==> config.mk <==
export PLATFORM = sky130hd
export DESIGN_NAME = vga_pattern_gen
export DESIGN_NICKNAME = d
export VERILOG_FILES = /design/src/rtl/vga_pattern_pkg.sv /design/src/rtl/vga_box_mover.sv /design/src/rtl/vga_pattern_gen.sv
export SDC_FILE = /design/constraint.sdc
export NUM_CORES = 1
export LEC_CHECK = 0
export BUFFER_PORTS_ARGS = -buffer_cell sky130_fd_sc_hd__buf_2
export CAP_MARGIN = 10
export CORE_UTILIZATION = 58
export CTS_CLUSTER_SIZE = 40
export DETAILED_ROUTE_END_ITERATION = 12
export PLACE_DENSITY = 0.81
export SLEW_MARGIN = 20
export SYNTH_ARGS = -nofsm -noshare
export SYNTH_HDL_FRONTEND = slang
export SYNTH_SLANG_ARGS = --single-unit
==> constraint.sdc <==
create_clock -name Clock -period 2.65 [get_ports Clock]
set_input_delay 0.795 -clock Clock [delete_from_list [all_inputs] [get_ports Clock]]
set_output_delay 0.795 -clock Clock [all_outputs]
set_load 0.02 [all_outputs]
==> src/rtl/vga_pattern_pkg.sv <==
// Shared types and constants for the VGA test-pattern generator.
// Holds the pattern-mode enum, RGB payload struct, colour constants,
// default active-area size and the mode-advance helper.
package vga_pattern_pkg;

    localparam int unsigned COORD_W   = 10;
    localparam int unsigned CH_W      = 10;
    localparam int unsigned DEF_H_ACT = 640;
    localparam int unsigned DEF_V_ACT = 480;

    typedef enum logic [1:0] {
        MODE_BARS    = 2'd0,
        MODE_CHECKER = 2'd1,
        MODE_BOX     = 2'd2,
        MODE_GRAD    = 2'd3
    } mode_e;

    typedef struct packed {
        logic [CH_W-1:0] red;
        logic [CH_W-1:0] green;
        logic [CH_W-1:0] blue;
    } rgb_t;

    // One axis of box motion: dir = 1 means moving towards larger coordinates.
    typedef struct packed {
        logic               dir;
        logic [COORD_W-1:0] pos;
    } axis_t;

    localparam rgb_t RGB_WHITE   = '{red: 10'h3FF, green: 10'h3FF, blue: 10'h3FF};
    localparam rgb_t RGB_YELLOW  = '{red: 10'h3FF, green: 10'h3FF, blue: 10'h000};
    localparam rgb_t RGB_CYAN    = '{red: 10'h000, green: 10'h3FF, blue: 10'h3FF};
    localparam rgb_t RGB_GREEN   = '{red: 10'h000, green: 10'h3FF, blue: 10'h000};
    localparam rgb_t RGB_MAGENTA = '{red: 10'h3FF, green: 10'h000, blue: 10'h3FF};
    localparam rgb_t RGB_RED     = '{red: 10'h3FF, green: 10'h000, blue: 10'h000};
    localparam rgb_t RGB_BLUE    = '{red: 10'h000, green: 10'h000, blue: 10'h3FF};
    localparam rgb_t RGB_BLACK   = '{red: 10'h000, green: 10'h000, blue: 10'h000};

    // Next pattern in the cycle; MODE_GRAD wraps to MODE_BARS.
    function automatic mode_e next_mode(input mode_e m);
        return mode_e'(2'(m + 2'd1));
    endfunction

endpackage

==> src/rtl/vga_box_mover.sv <==
// Bouncing-box position tracker.
// Ports: Clock, Resetn (async active-low), frame_tick (one-cycle strobe),
//        box_x / box_y (top-left corner of the box, pixels).
// Each axis moves STEP pixels per frame and reverses at the active-area edges.
module vga_box_mover
    import vga_pattern_pkg::*;
#(
    parameter int unsigned H_ACT    = DEF_H_ACT,
    parameter int unsigned V_ACT    = DEF_V_ACT,
    parameter int unsigned BOX_SIZE = 32,
    parameter int unsigned STEP     = 2
)(
    input  logic               Clock,
    input  logic               Resetn,
    input  logic               frame_tick,
    output logic [COORD_W-1:0] box_x,
    output logic [COORD_W-1:0] box_y
);

    // Largest legal top-left position on each axis.
    localparam logic [11:0] X_LIM = 12'(H_ACT - BOX_SIZE);
    localparam logic [11:0] Y_LIM = 12'(V_ACT - BOX_SIZE);

    axis_t x_q, y_q;

    // pos + BOX_SIZE + STEP > ACT is evaluated as pos + STEP > ACT - BOX_SIZE.
    function automatic axis_t advance(input axis_t a, input logic [11:0] lim);
        axis_t n;
        n = a;
        if (a.dir) begin
            if (12'(a.pos) + 12'(STEP) > lim) begin
                n.pos = COORD_W'(lim);
                n.dir = 1'b0;
            end else begin
                n.pos = a.pos + COORD_W'(STEP);
            end
        end else begin
            if (12'(a.pos) < 12'(STEP)) begin
                n.pos = '0;
                n.dir = 1'b1;
            end else begin
                n.pos = a.pos - COORD_W'(STEP);
            end
        end
        return n;
    endfunction

    // Position registers, updated once per frame.
    always_ff @(posedge Clock or negedge Resetn) begin
        if (!Resetn) begin
            x_q <= '{dir: 1'b1, pos: '0};
            y_q <= '{dir: 1'b1, pos: '0};
        end else if (frame_tick) begin
            x_q <= advance(x_q, X_LIM);
            y_q <= advance(y_q, Y_LIM);
        end
    end

    assign box_x = x_q.pos;
    assign box_y = y_q.pos;

endmodule

==> src/rtl/vga_pattern_gen.sv <==
// VGA test-pattern generator: colour bars, checkerboard, bouncing box, gradient.
// Ports: Clock, Resetn (async active-low), iCoord_X/iCoord_Y (pixel coordinates),
//        iPB_n (active-low mode button), oRed/oGreen/oBlue (registered colour),
//        oMode (current pattern), oFrame_Count (frames elapsed, mod 256).
// Build option: VGA_PATTERN_AUTO_CYCLE_EN also advances the mode every 256 frames.
module vga_pattern_gen
    import vga_pattern_pkg::*;
#(
    parameter int unsigned H_ACT    = DEF_H_ACT,
    parameter int unsigned V_ACT    = DEF_V_ACT,
    parameter int unsigned BOX_SIZE = 32,
    parameter int unsigned STEP     = 2
)(
    input  logic               Clock,
    input  logic               Resetn,
    input  logic [COORD_W-1:0] iCoord_X,
    input  logic [COORD_W-1:0] iCoord_Y,
    input  logic               iPB_n,
    output logic [CH_W-1:0]    oRed,
    output logic [CH_W-1:0]    oGreen,
    output logic [CH_W-1:0]    oBlue,
    output logic [1:0]         oMode,
    output logic [7:0]         oFrame_Count
);

    localparam int unsigned BAR_W = H_ACT / 8;

    logic               pb_s1, pb_s2, pb_q;
    logic               press_c;
    logic               frame_tick_c;
    logic [7:0]         frame_count_q;
    mode_e              mode_q, mode_nxt;
    logic [COORD_W-1:0] box_x, box_y;
    rgb_t               rgb_c, rgb_q;
    logic [2:0]         bar_idx;
    logic               active_c, in_box_c;

    // Button synchronizer plus one extra flop for falling-edge detection.
    always_ff @(posedge Clock or negedge Resetn) begin
        if (!Resetn) begin
            pb_s1 <= 1'b1;
            pb_s2 <= 1'b1;
            pb_q  <= 1'b1;
        end else begin
            pb_s1 <= iPB_n;
            pb_s2 <= pb_s1;
            pb_q  <= pb_s2;
        end
    end

    assign press_c      = pb_q & ~pb_s2;
    assign frame_tick_c = (iCoord_Y == COORD_W'(V_ACT)) && (iCoord_X == '0);

    // Frame counter, wraps naturally at 8 bits.
    always_ff @(posedge Clock or negedge Resetn) begin
        if (!Resetn) frame_count_q <= '0;
        else if (frame_tick_c) frame_count_q <= frame_count_q + 8'd1;
    end

    // Mode FSM state register.
    always_ff @(posedge Clock or negedge Resetn) begin
        if (!Resetn) mode_q <= MODE_BARS;
        else         mode_q <= mode_nxt;
    end

    // Mode FSM next state; auto-advance and a press may stack in one cycle.
    always_comb begin
        mode_nxt = mode_q;
`ifdef VGA_PATTERN_AUTO_CYCLE_EN
        if (frame_tick_c && (frame_count_q == 8'hFF)) mode_nxt = next_mode(mode_nxt);
`endif
        if (press_c) mode_nxt = next_mode(mode_nxt);
    end

    vga_box_mover #(
        .H_ACT    (H_ACT),
        .V_ACT    (V_ACT),
        .BOX_SIZE (BOX_SIZE),
        .STEP     (STEP)
    ) u_box (
        .Clock      (Clock),
        .Resetn     (Resetn),
        .frame_tick (frame_tick_c),
        .box_x      (box_x),
        .box_y      (box_y)
    );

    // Pixel colour for the current coordinate.
    always_comb begin
        rgb_c    = RGB_BLACK;
        bar_idx  = '0;
        active_c = (11'(iCoord_X) < 11'(H_ACT)) && (11'(iCoord_Y) < 11'(V_ACT));
        in_box_c = (iCoord_X >= box_x) && (11'(iCoord_X) < 11'(box_x) + 11'(BOX_SIZE)) &&
                   (iCoord_Y >= box_y) && (11'(iCoord_Y) < 11'(box_y) + 11'(BOX_SIZE));
        for (int unsigned i = 1; i < 8; i++) begin
            if (11'(iCoord_X) >= 11'(i * BAR_W)) bar_idx = 3'(i);
        end
        if (active_c) begin
            case (mode_q)
                MODE_BARS: begin
                    case (bar_idx)
                        3'd0:    rgb_c = RGB_WHITE;
                        3'd1:    rgb_c = RGB_YELLOW;
                        3'd2:    rgb_c = RGB_CYAN;
                        3'd3:    rgb_c = RGB_GREEN;
                        3'd4:    rgb_c = RGB_MAGENTA;
                        3'd5:    rgb_c = RGB_RED;
                        3'd6:    rgb_c = RGB_BLUE;
                        default: rgb_c = RGB_BLACK;
                    endcase
                end
                MODE_CHECKER: rgb_c = (iCoord_X[5] ^ iCoord_Y[5]) ? RGB_WHITE : RGB_BLACK;
                MODE_BOX:     rgb_c = in_box_c ? RGB_RED
                                               : '{red: '0, green: '0, blue: 10'h0FF};
                MODE_GRAD:    rgb_c = '{red: iCoord_X, green: iCoord_Y, blue: '0};
                default:      rgb_c = RGB_BLACK;
            endcase
        end
    end

    // One-cycle colour pipeline.
    always_ff @(posedge Clock or negedge Resetn) begin
        if (!Resetn) rgb_q <= RGB_BLACK;
        else         rgb_q <= rgb_c;
    end

    assign oRed         = rgb_q.red;
    assign oGreen       = rgb_q.green;
    assign oBlue        = rgb_q.blue;
    assign oMode        = mode_q;
    assign oFrame_Count = frame_count_q;

endmodule

==> run metrics, run 1 <==
status=complete, no violations; Synth area leader=dfrtp_1; crit path kind=flop to flop; Synth Area in Adders=roughly an eighth; H-tree depth=2; ANT cells=0; crit path buf inv count=0; capturing point of the worst reg2reg path=u_box.box_y[3]; Post-Syn Nets=about 540; DRC violations left=0; R2R setup slack=between 0.15 and 0.2 ns; hold path depth=0; I/O pin count=63; dpl ws=0.0161 ns; final net count=between 500 and 600; XOR/XNOR share of the synthesized area=around 4.3%; largest net degree at the start of global routing=29; initial antenna violation count=0; GR Overflow Total=0; worst vdd rail ir drop=between 0.2 and 0.25 mV; DP HPWL=between 7 and 8 mm; Vias/cell=6.01; DR WL/cell=approximately 15 um; global-route wire length before repair=between 15 and 20 mm; Mapped Area=about 4100 um2; Worst R2R Start=u_box.box_y[1]; setup violators final=0; DR iter-0 viols=about 190; Seq/Total Area, Yosys=approximately a third; CP delay by family, top=compound AO/OA/AOI/OAI gates; Critical path origin=u_box.box_y[1]; # Post-CTS Setup Buffers=0; post-route ant nets=0; Achievable Freq=approximately 0.41 GHz; Final Cycle Share=92.5%; CTS hold repair buffers=0; WP data required=~2.9 ns; routability cong.=around 0.97; TritonCTS clock tree=done; core area=about 6800 um2; fraction of layout cells with a size suffix above 1=a little under a quarter; Die Y=86.3 um; clock slew at reported path FFs=roughly 0.090 ns; async set-reset flop share out of synthesis=100%; DR vias=~3800; die area=7450 um2; slowest CP cell=dfrtp_1; most used flip-flop cell after synthesis=dfrtp_1; Post-Synthesis Cells=around 470; pwr dens=~470 nW/um2; Starting Density=about three fifths; area delta synth->final=13.7%; hold crit path type=flop to flop; crit path capture=u_box.box_y[3]; vias in the first global route=about 3300; Layout Skew=0.00528 ns; Slew Limit Headroom=59.6%; fin crit period=~2.5 ns; PortBufs=62; # Max-Cap Violations=0; EDFF count, synth=0; worst-path maximum fanout=9; ranking of synthesized cells by area=dfrtp_1 (30%), ha_1 (12%), o21ai_0 (4.4%), xnor2_1 (3.8%), nand2_1 (3.6%); Worst setup EP type=flop; crit path DAT=between 2 and 3 ns; post-synthesis mux area share=less than 1%; worst hold start=pb_s1; Hold Vio Cnt, Final=0; Clock Latency Late Sink=0.31 ns; Final Max Slew Viols=0; total CTS buffers=5; unrepaired setup endpoints after global routing=no; post-synthesis simple-gate area fraction=approximately a fifth; Layout fillers=approximately 550; CTS root buf=clkbuf_8; setup TNS=0 ns; Max stage delay on crit path=between 0.4 and 0.5 ns; Synth top area share=around 30%; CP Depth=7; Ys Warns=0; fin util=~70%; worst-path cell chain=ha_1, and3_1, a211oi_1, nor4_1, o211ai_1, o21ai_0, a22o_1; R2R cell count=7; routed wire length=between 9 and 10 mm; largest family of logic cells by synthesized area=compound AO/OA/AOI/OAI gates; average cell area after synthesis=a little under 9 um2; Tightest Pin Transition=approximately 0.60 ns; Yosys cell types=67; Global Route Usage Sum=26.3%; CTS max path bufs=2; Site Rows=30; Synth Area in Compound Gates=21.7%; CTS-repair resized insts=0; Synth Register Bits=55; CTS sink count=between 50 and 60; Initial DRT Pass Iterations=5; startpoint types=flop; die width=~86 um; leakage=around 2.2 nW; PnR worst setup slack=between 0.15 and 0.2 ns; power after layout=around 0.0022 W
## cell type report
class	instances	area [um2]	area share, %
flip-flops and latches	55	1380	29.5
well taps	96	120	2.56
multi-input cells	347	2440	52.1
clock buffers	7	86.3	1.84
repair buffers	84	500	10.7
clock inverters	1	8.76	0.187
inverters	39	146	3.13
## cell usage after synthesis (4+ instances only)
cell       n
a211oi_1   4
a21o_1     6
a21oi_1   29
a22oi_1    5
a31oi_1    4
and3_1     7
and4_1     4
buf_2     10
buf_4     10
clkbuf_1  11
dfrtp_1   50
dfstp_2    5
ha_1      41
inv_1     38
nand2_1   40
nand2b_1   5
nand3_1   27
nand4_1    8
nor2_1    17
nor3_1    21
nor4_1     5
o211ai_1   4
o21ai_0   36
xnor2_1   18
## logic make-up (layout without fill, tap and decap cells)
family	after synthesis	after routing
AO/OA/AOI/OAI	132	132
XOR/XNOR	20	20
adder cells (fa/ha/maj)	42	42
buffers and inverters	71	131
flip-flops	55	55
multiplexers	2	2
AND/OR/NAND/NOR	151	151
## how the worst min path moves through the flow
stage	end	slack [ns]
floorplan	pb_s2	0.35
finish	pb_s2	0.37
global placement	pb_s2	0.35
CTS	pb_s2	0.37
detailed placement	pb_s2	0.35
global route	pb_s2	0.38
## worst register-to-register path: stages, from the launching register on
cell      delay (ns)
dfrtp_1         0.48
ha_1            0.31
and3_1          0.28
a211oi_1        0.31
nor4_1          0.10
o211ai_1        0.45
o21ai_0         0.15
a22o_1          0.26
## metal layers
metal  track usage, %  part of all wire, %  up-vias
li1                 -                    -     1835
met1             33.6                   43     1735
met2             44.3                   47      180
met3             4.86                  6.6       29
met4             10.0                  2.6        0
met5                0                    0        -
## placed cells by master (no fill, tap or decap), types with 4 or more instances in the layout
cell      count
xnor2_1      18
and4_1        4
dfrtp_1      50
o21ai_0      36
buf_4        20
buf_2        62
and3_1        7
nand2b_1      5
a22oi_1       5
a21oi_1      28
ha_1         40
inv_1        38
dfstp_2       5
a211oi_1      4
o211ai_1      4
nand4_1       8
nor2_1       17
clkbuf_8      6
nand2_1      40
a31oi_1       4
nor4_1        5
a21o_1        6
nand3_1      27
nor3_1       21
## power breakdown
group	total, W	internal [W]	switching (W)	leakage, nW
logic	0.000713	0.000240	0.000474	1.47
clock network	0.000483	0.000215	0.000268	0.0484
registers	0.00100	0.000955	0.0000493	0.710
## metrics by stage
step | hold slack (ns) | instances | instance area, um2
global route | 0.375 | 629 | 4680
global placement | 0.346 | 621 | 4570
CTS | 0.371 | 629 | 4670
floorplan | 0.345 | 473 | 4120
detailed placement | 0.354 | 621 | 4570
finish | 0.369 | 629 | 4680
## flip-flops by register name, indices dropped and copies added, names as in the netlist
| signal | count |
|---|---|
| pb_s2 | 1 |
| pb_s1 | 1 |
| u_box.x_q | 1 |
| oRed | 10 |
| u_box.box_x | 9 |
| oGreen | 10 |
| oMode | 2 |
| oBlue | 2 |
| pb_q | 1 |
| u_box.y_q | 1 |
| u_box.box_y | 9 |
| oFrame_Count | 8 |
Note: power is estimated with default switching activity, not from simulation.
==> inputs of run 2 (changes only) <==
GPL_TIMING_DRIVEN = 0   (was not set)
==> run 2 against run 1 <==
Against the previous run:
- hold slack about the same
- critical path depth increased by 2
- setup slack got worse by 0.14 ns
- utilization about the same
- non-clock buffer count increased by 9
- die area unchanged
- power increased by 5.4%
- via count increased by 1.5%
==> run metrics, run 2 (same netlist as run 1, synthesis figures left out) <==
core area=6830 um2 (unchanged); global-route wire length before repair=16.3 mm (+4.6%); capturing point of the worst reg2reg path=u_box.box_x[4]; worst-path cell chain=buf_2, clkbuf_1, nor4_1, nand4_1, nor2_1, buf_2, clkbuf_4, o221ai_1, a22o_1; hold crit path type=flop to flop; Achievable Freq=0.386 GHz (-5.4%); leakage=2.23 nW (about the same); initial antenna violation count=0 (unchanged); Die Y=86.3 um (unchanged); Worst R2R Start=u_box.box_x[1]; combinational power share=32.6% (+0.2 points); ANT cells=0 (unchanged); PnR worst setup slack=0.0593 ns (-0.139 ns); startpoint types=input port; R2R cell count=8 (+1); cell mode on critical path=buf_2; area delta synth->final=13.7% (about the same); TritonCTS clock tree=done; clock slew at reported path FFs=0.09 ns (about the same); fraction of layout cells with a size suffix above 1=22.7% (about the same); setup violators final=0 (unchanged); Tightest Pin Transition=0.687 ns (+0.0872 ns); worst-path maximum fanout=10 (+1); final net count=605 (+1.5%); post-route ant nets=0 (unchanged); Site Rows=30 (unchanged); vias in the first global route=3507 (+5.0%); crit path kind=input port to flop; unrepaired setup endpoints after global routing=no; commonest cells after routing, fill and taps aside=buf_2 (69), dfrtp_1 (47), ha_1 (41), nand2_1 (40), inv_1 (38); DRC violations left=0 (unchanged); Final Cycle Share=97.8% (+5.2 points); Internal=0.00151 W (+7.3%); Global Route Usage Sum=27.6% (+1.3 points); # Post-CTS Setup Buffers=0 (unchanged); Slew Limit Headroom=54.2% (-5.4 points); largest net degree at the start of global routing=56 (+93%); H-tree depth=2 (unchanged); die area=7450 um2 (unchanged); total CTS buffers=5 (unchanged); crit path capture=u_box.box_y[5]; WP data required=2.85 ns (about the same); CTS sink count=55 (unchanged); crit path DAT=2.79 ns (+0.14 ns); routability cong.=0.957 (-1.4%); Final Max Slew Viols=0 (unchanged); # Max-Cap Violations=0 (unchanged); die width=86.3 um (unchanged); CP delay by family, top=buffers and inverters; routed wire length=10.2 mm (+7.2%); worst vdd rail ir drop=0.261 mV (+22%); DR vias=3836 (+1.5%); Max stage delay on crit path=0.34 ns (-0.14 ns); dpl ws=-0.270 ns (-0.286 ns); Flop pwr share=43.6% (-2.0 points); fin crit period=2.59 ns (+0.139 ns); Switching Share=34.9% (-1.1 points); status=complete, no violations; Layout fillers=573 (+3.4%); Starting Density=60.3% (unchanged); DP HPWL=7.67 mm (+4.4%); Initial DRT Pass Iterations=5 (unchanged); Clock power frac=23.9% (+1.9 points); DR iter-0 viols=169 (-12%); GR Overflow Total=0 (unchanged); commonest non-fill, non-tap cell in the layout=buf_2; Psw=0.000809 W (+2.2%); CTS max path bufs=2 (unchanged); slowest CP cell=nor4_1; R2R setup slack=0.16 ns (-0.04 ns); Vias/cell=6.01 (about the same); CP Depth=9 (+2); Layout Skew=0.0199 ns (+0.0146 ns); PortBufs=62 (unchanged); Worst setup EP type=flop; Hold Vio Cnt, Final=0 (unchanged); Clock Latency Late Sink=0.31 ns (about the same); I/O pin count=63 (unchanged); worst hold slack=0.369 ns (-0.0000320 ns); crit path buf inv count=4 (+4); DR WL/cell=15.9 um (+5.7%); Critical path origin=iCoord_X[5]; pwr dens=495 nW/um2 (+5.4%); CTS root buf=clkbuf_8; worst hold start=pb_s1
==> run 2: worst register-to-register path, cell delays in order (launching register included) <==
cell and delay (ns):
dfrtp_2 0.45, ha_1 0.17, buf_2 0.22, nand4_2 0.22, or4_4 0.53, o211ai_2 0.20, a21boi_2 0.13, nand2b_1 0.23
o311ai_2 0.26
==> run 2: timing repair <==
| item | in CTS | in global routing |
|---|---|---|
| gates resized for setup | 1 | 9 |
| endpoints found under the setup margin | 10 | 16 |
| pin swaps | 1 | 0 |
| hold buffers | 0 | 0 |
==> run 2: layout make-up <==
cell class / count / area, um2 / area share [%]
Buffer: 31 / 174 / 3.71
Clock buffer: 6 / 72.6 / 1.55
Clock inverter: 2 / 37.5 / 0.801
Inverter: 39 / 146 / 3.12
Multi-Input combinational cell: 347 / 2440 / 52.0
Sequential cell: 55 / 1390 / 29.6
Tap cell: 96 / 120 / 2.56
Timing Repair Buffer: 62 / 313 / 6.68
==> run 2: stage by stage <==
step | total power [W] | TNS (ns) | cell area, um2 | utilization, % | std cells
6_report | 0.00232 | 0 | 4690 | 68.6 | 638
5_1_grt | 0.00245 | 0 | 4690 | 68.6 | 638
4_1_cts | 0.00232 | 0 | 4660 | 68.3 | 639
3_5_place_dp | 0.00177 | -3.99 | 4550 | 66.6 | 631
3_3_place_gp | 0.00174 | -3.32 | 4550 | 66.6 | 631
2_1_floorplan | 0.00151 | 0 | 4120 | - | 473
==> run 2: how the worst min path moves through the flow <==
stage            end  slack (ns)  depth (start not counted)
6_report       pb_s2        0.37                          0
5_1_grt        pb_s2        0.37                          0
4_1_cts        pb_s2        0.37                          0
3_5_place_dp   pb_s2        0.35                          0
3_3_place_gp    pb_q        0.35                          0
2_1_floorplan  pb_s2        0.35                          0
==> run 2: power by group through the flow <==
| stage | registers [W] | clock network [W] | logic (W) |
|---|---|---|---|
| after global placement | 0.00102 | 0 | 0.000722 |
| after CTS | 0.00101 | 0.000563 | 0.000750 |
| final | 0.00101 | 0.000554 | 0.000755 |
| after global routing | 0.00102 | 0.000597 | 0.000831 |
| after detailed placement | 0.00103 | 0 | 0.000741 |
| after floorplan | 0.00117 | 0 | 0.000335 |
==> run 2: routing by layer <==
metal	vias up	part of all wire, %	track usage, %
met4	0	2.2	9.85
met3	23	6.3	4.29
met1	1779	44	35.5
li1	1858	-	-
met5	-	0	0
met2	176	47	47.3
==> inputs of run 3 (changes only) <==
CAP_MARGIN = 20   (was 10)
MAX_ROUTING_LAYER = met4   (was not set)
==> run 3 against run 2 <==
Against the previous run:
- first-iteration DRC count decreased by 3.6%
- hold slack got worse by 0.00073 ns
- die area unchanged
- largest power group unchanged
- highest routed layer unchanged
- critical path depth decreased by 1
==> run metrics, run 3 (same netlist as run 1, synthesis figures left out) <==
status=complete, no violations; Layout Skew=0.0165 ns (-0.00338 ns); commonest non-fill, non-tap cell in the layout=buf_2; Starting Density=60.3% (unchanged); core area=6830 um2 (unchanged); TritonCTS clock tree=done; die width=86.3 um (unchanged); DR iter-0 viols=163 (-3.6%); PortBufs=62 (unchanged); CTS hold repair buffers=0 (unchanged); initial antenna violation count=0 (unchanged); Vias/cell=6.00 (-0.26%); pwr dens=482 nW/um2 (-2.7%); hold crit path type=flop to flop; leakage=2.24 nW (+0.21%); global-route wire length before repair=16.9 mm (+3.6%); Slew Limit Headroom=53.8% (-0.36 points); Flop pwr share=44.5% (+0.9 points); startpoint types=input port; total CTS buffers=5 (unchanged); routed wire length=10.3 mm (+1.4%); Die Y=86.3 um (unchanged); crit path kind=input port to flop; GR Overflow Total=0 (unchanged); Global Route Usage Sum=29.1% (+1.5 points); WP data required=2.89 ns (+0.04 ns); Clock Latency Late Sink=0.31 ns (about the same); cell mode on critical path=buf_2; DRC violations left=0 (unchanged); Achievable Freq=0.390 GHz (+0.97%); Hold Vio Cnt, Final=0 (unchanged); commonest cells after routing, fill and taps aside=buf_2 (71), dfrtp_1 (46), ha_1 (41), nand2_1 (40), inv_1 (38); worst hold slack=0.368 ns (-0.000729 ns); routability cong.=0.971 (+1.4%); worst vdd rail ir drop=0.267 mV (+2.3%); post-route ant nets=0 (unchanged); fin crit period=2.57 ns (-0.0248 ns); CTS max path bufs=2 (unchanged); setup violators final=0 (unchanged); slowest CP cell=nor4_1; DP HPWL=7.73 mm (+0.79%); PnR worst setup slack=0.0841 ns (+0.0248 ns); CTS root buf=clkbuf_8; combinational power share=34.1% (+1.5 points); Max stage delay on crit path=0.47 ns (+0.13 ns); # Max-Cap Violations=0 (unchanged); Tightest Pin Transition=0.693 ns (+0.00540 ns); die area=7450 um2 (unchanged); vias in the first global route=3611 (+3.0%); Switching Share=36.3% (+1.4 points); Layout fillers=583 (+1.7%); I/O pin count=63 (unchanged); setup TNS=0 ns (unchanged); final net count=607 (+0.33%); area delta synth->final=14.3%; fraction of layout cells with a size suffix above 1=23.7% (+1.0 points); crit path DAT=2.81 ns (+0.02 ns); Worst setup EP type=flop; Clock power frac=21.3% (-2.6 points); H-tree depth=2 (unchanged); largest net degree at the start of global routing=56 (unchanged); fin util=69.0% (+0.37 points); Initial DRT Pass Iterations=5 (unchanged); DR WL/cell=16.1 um (+1.1%); clock slew at reported path FFs=0.10 ns (about the same); Psw=0.000823 W (+1.7%); Site Rows=30 (unchanged); dpl ws=-0.278 ns (-0.00760 ns); worst-path maximum fanout=10 (unchanged); Internal=0.00145 W (-4.3%); worst-path cell chain=buf_2, nor4_1, nand4_1, or2_1, clkbuf_1, buf_2, a2111o_1, o21ai_2; power after layout=0.00227 W (-2.2%); CTS sink count=55 (unchanged); ANT cells=0 (unchanged); DR vias=3838 (+0.052%); Final Max Slew Viols=0 (unchanged); Final Cycle Share=96.8% (-0.94 points)
-- run 3: final cells by class --
| cell class | instances | area, um2 | area share (%) |
|---|---|---|---|
| multi-input combinational | 348 | 2470 | 52.5 |
| clock buffer | 7 | 86.3 | 1.83 |
| sequential | 55 | 1390 | 29.5 |
| timing repair buffer | 63 | 320 | 6.80 |
| clock inverter | 1 | 5.00 | 0.106 |
| tap | 96 | 120 | 2.55 |
| buffer | 31 | 171 | 3.64 |
| inverter | 39 | 146 | 3.11 |
-- run 3: metrics by stage --
| stage | cell area, um2 | cells |
|---|---|---|
| final | 4710 | 640 |
| after global routing | 4710 | 640 |
| after CTS | 4660 | 639 |
| after detailed placement | 4550 | 631 |
| after global placement | 4550 | 631 |
| after floorplan | 4120 | 473 |
-- run 3: power groups by stage --
stage | clock [W] | combinational [W] | sequential (W)
after floorplan | 0 | 0.000335 | 0.00117
after global placement | 0 | 0.000722 | 0.00102
final | 0.000484 | 0.000774 | 0.00101
after CTS | 0.000489 | 0.000759 | 0.00101
after global routing | 0.000521 | 0.000842 | 0.00103
after detailed placement | 0 | 0.000747 | 0.00103
-- run 3: final timing paths --
check / from / endpoint / slack (ns) / cells after the start
max: iCoord_X[3] / u_box.box_x[1] / 0.08 / 8
min: pb_s1 / pb_s2 / 0.37 / 0
max reg2reg: u_box.box_x[5] / oBlue[7] / 0.16 / 10
min reg2reg: pb_s1 / pb_s2 / 0.37 / 0
max in group asynchronous: Resetn / u_box.box_x[1] / 1.63 / 1
min in group asynchronous: Resetn / u_box.box_y[3] / 0.53 / 1
-- run 3: metal layers --
metal	wire (um)	share of wire [%]	GRT usage [%]
met4	173	1.7	8.48
met3	671	6.5	4.57
met1	4520	44	36.6
met2	4940	48	48.6
met5	0	0	-
-- run 3: critical path, delay by kind of cell --
family	cells	cell delay, ns
buf+inv	3	0.51
compound gates	2	0.44
simple gates	3	1.05
-- run 3: repair_timing --
action / 4_1_cts / 5_1_grt
setup endpoints to repair: 10 / 23
pin swaps: 0 / 2
cloned: 0 / 1
buffers inserted: 0 / 1
gates resized for setup: 2 / 13
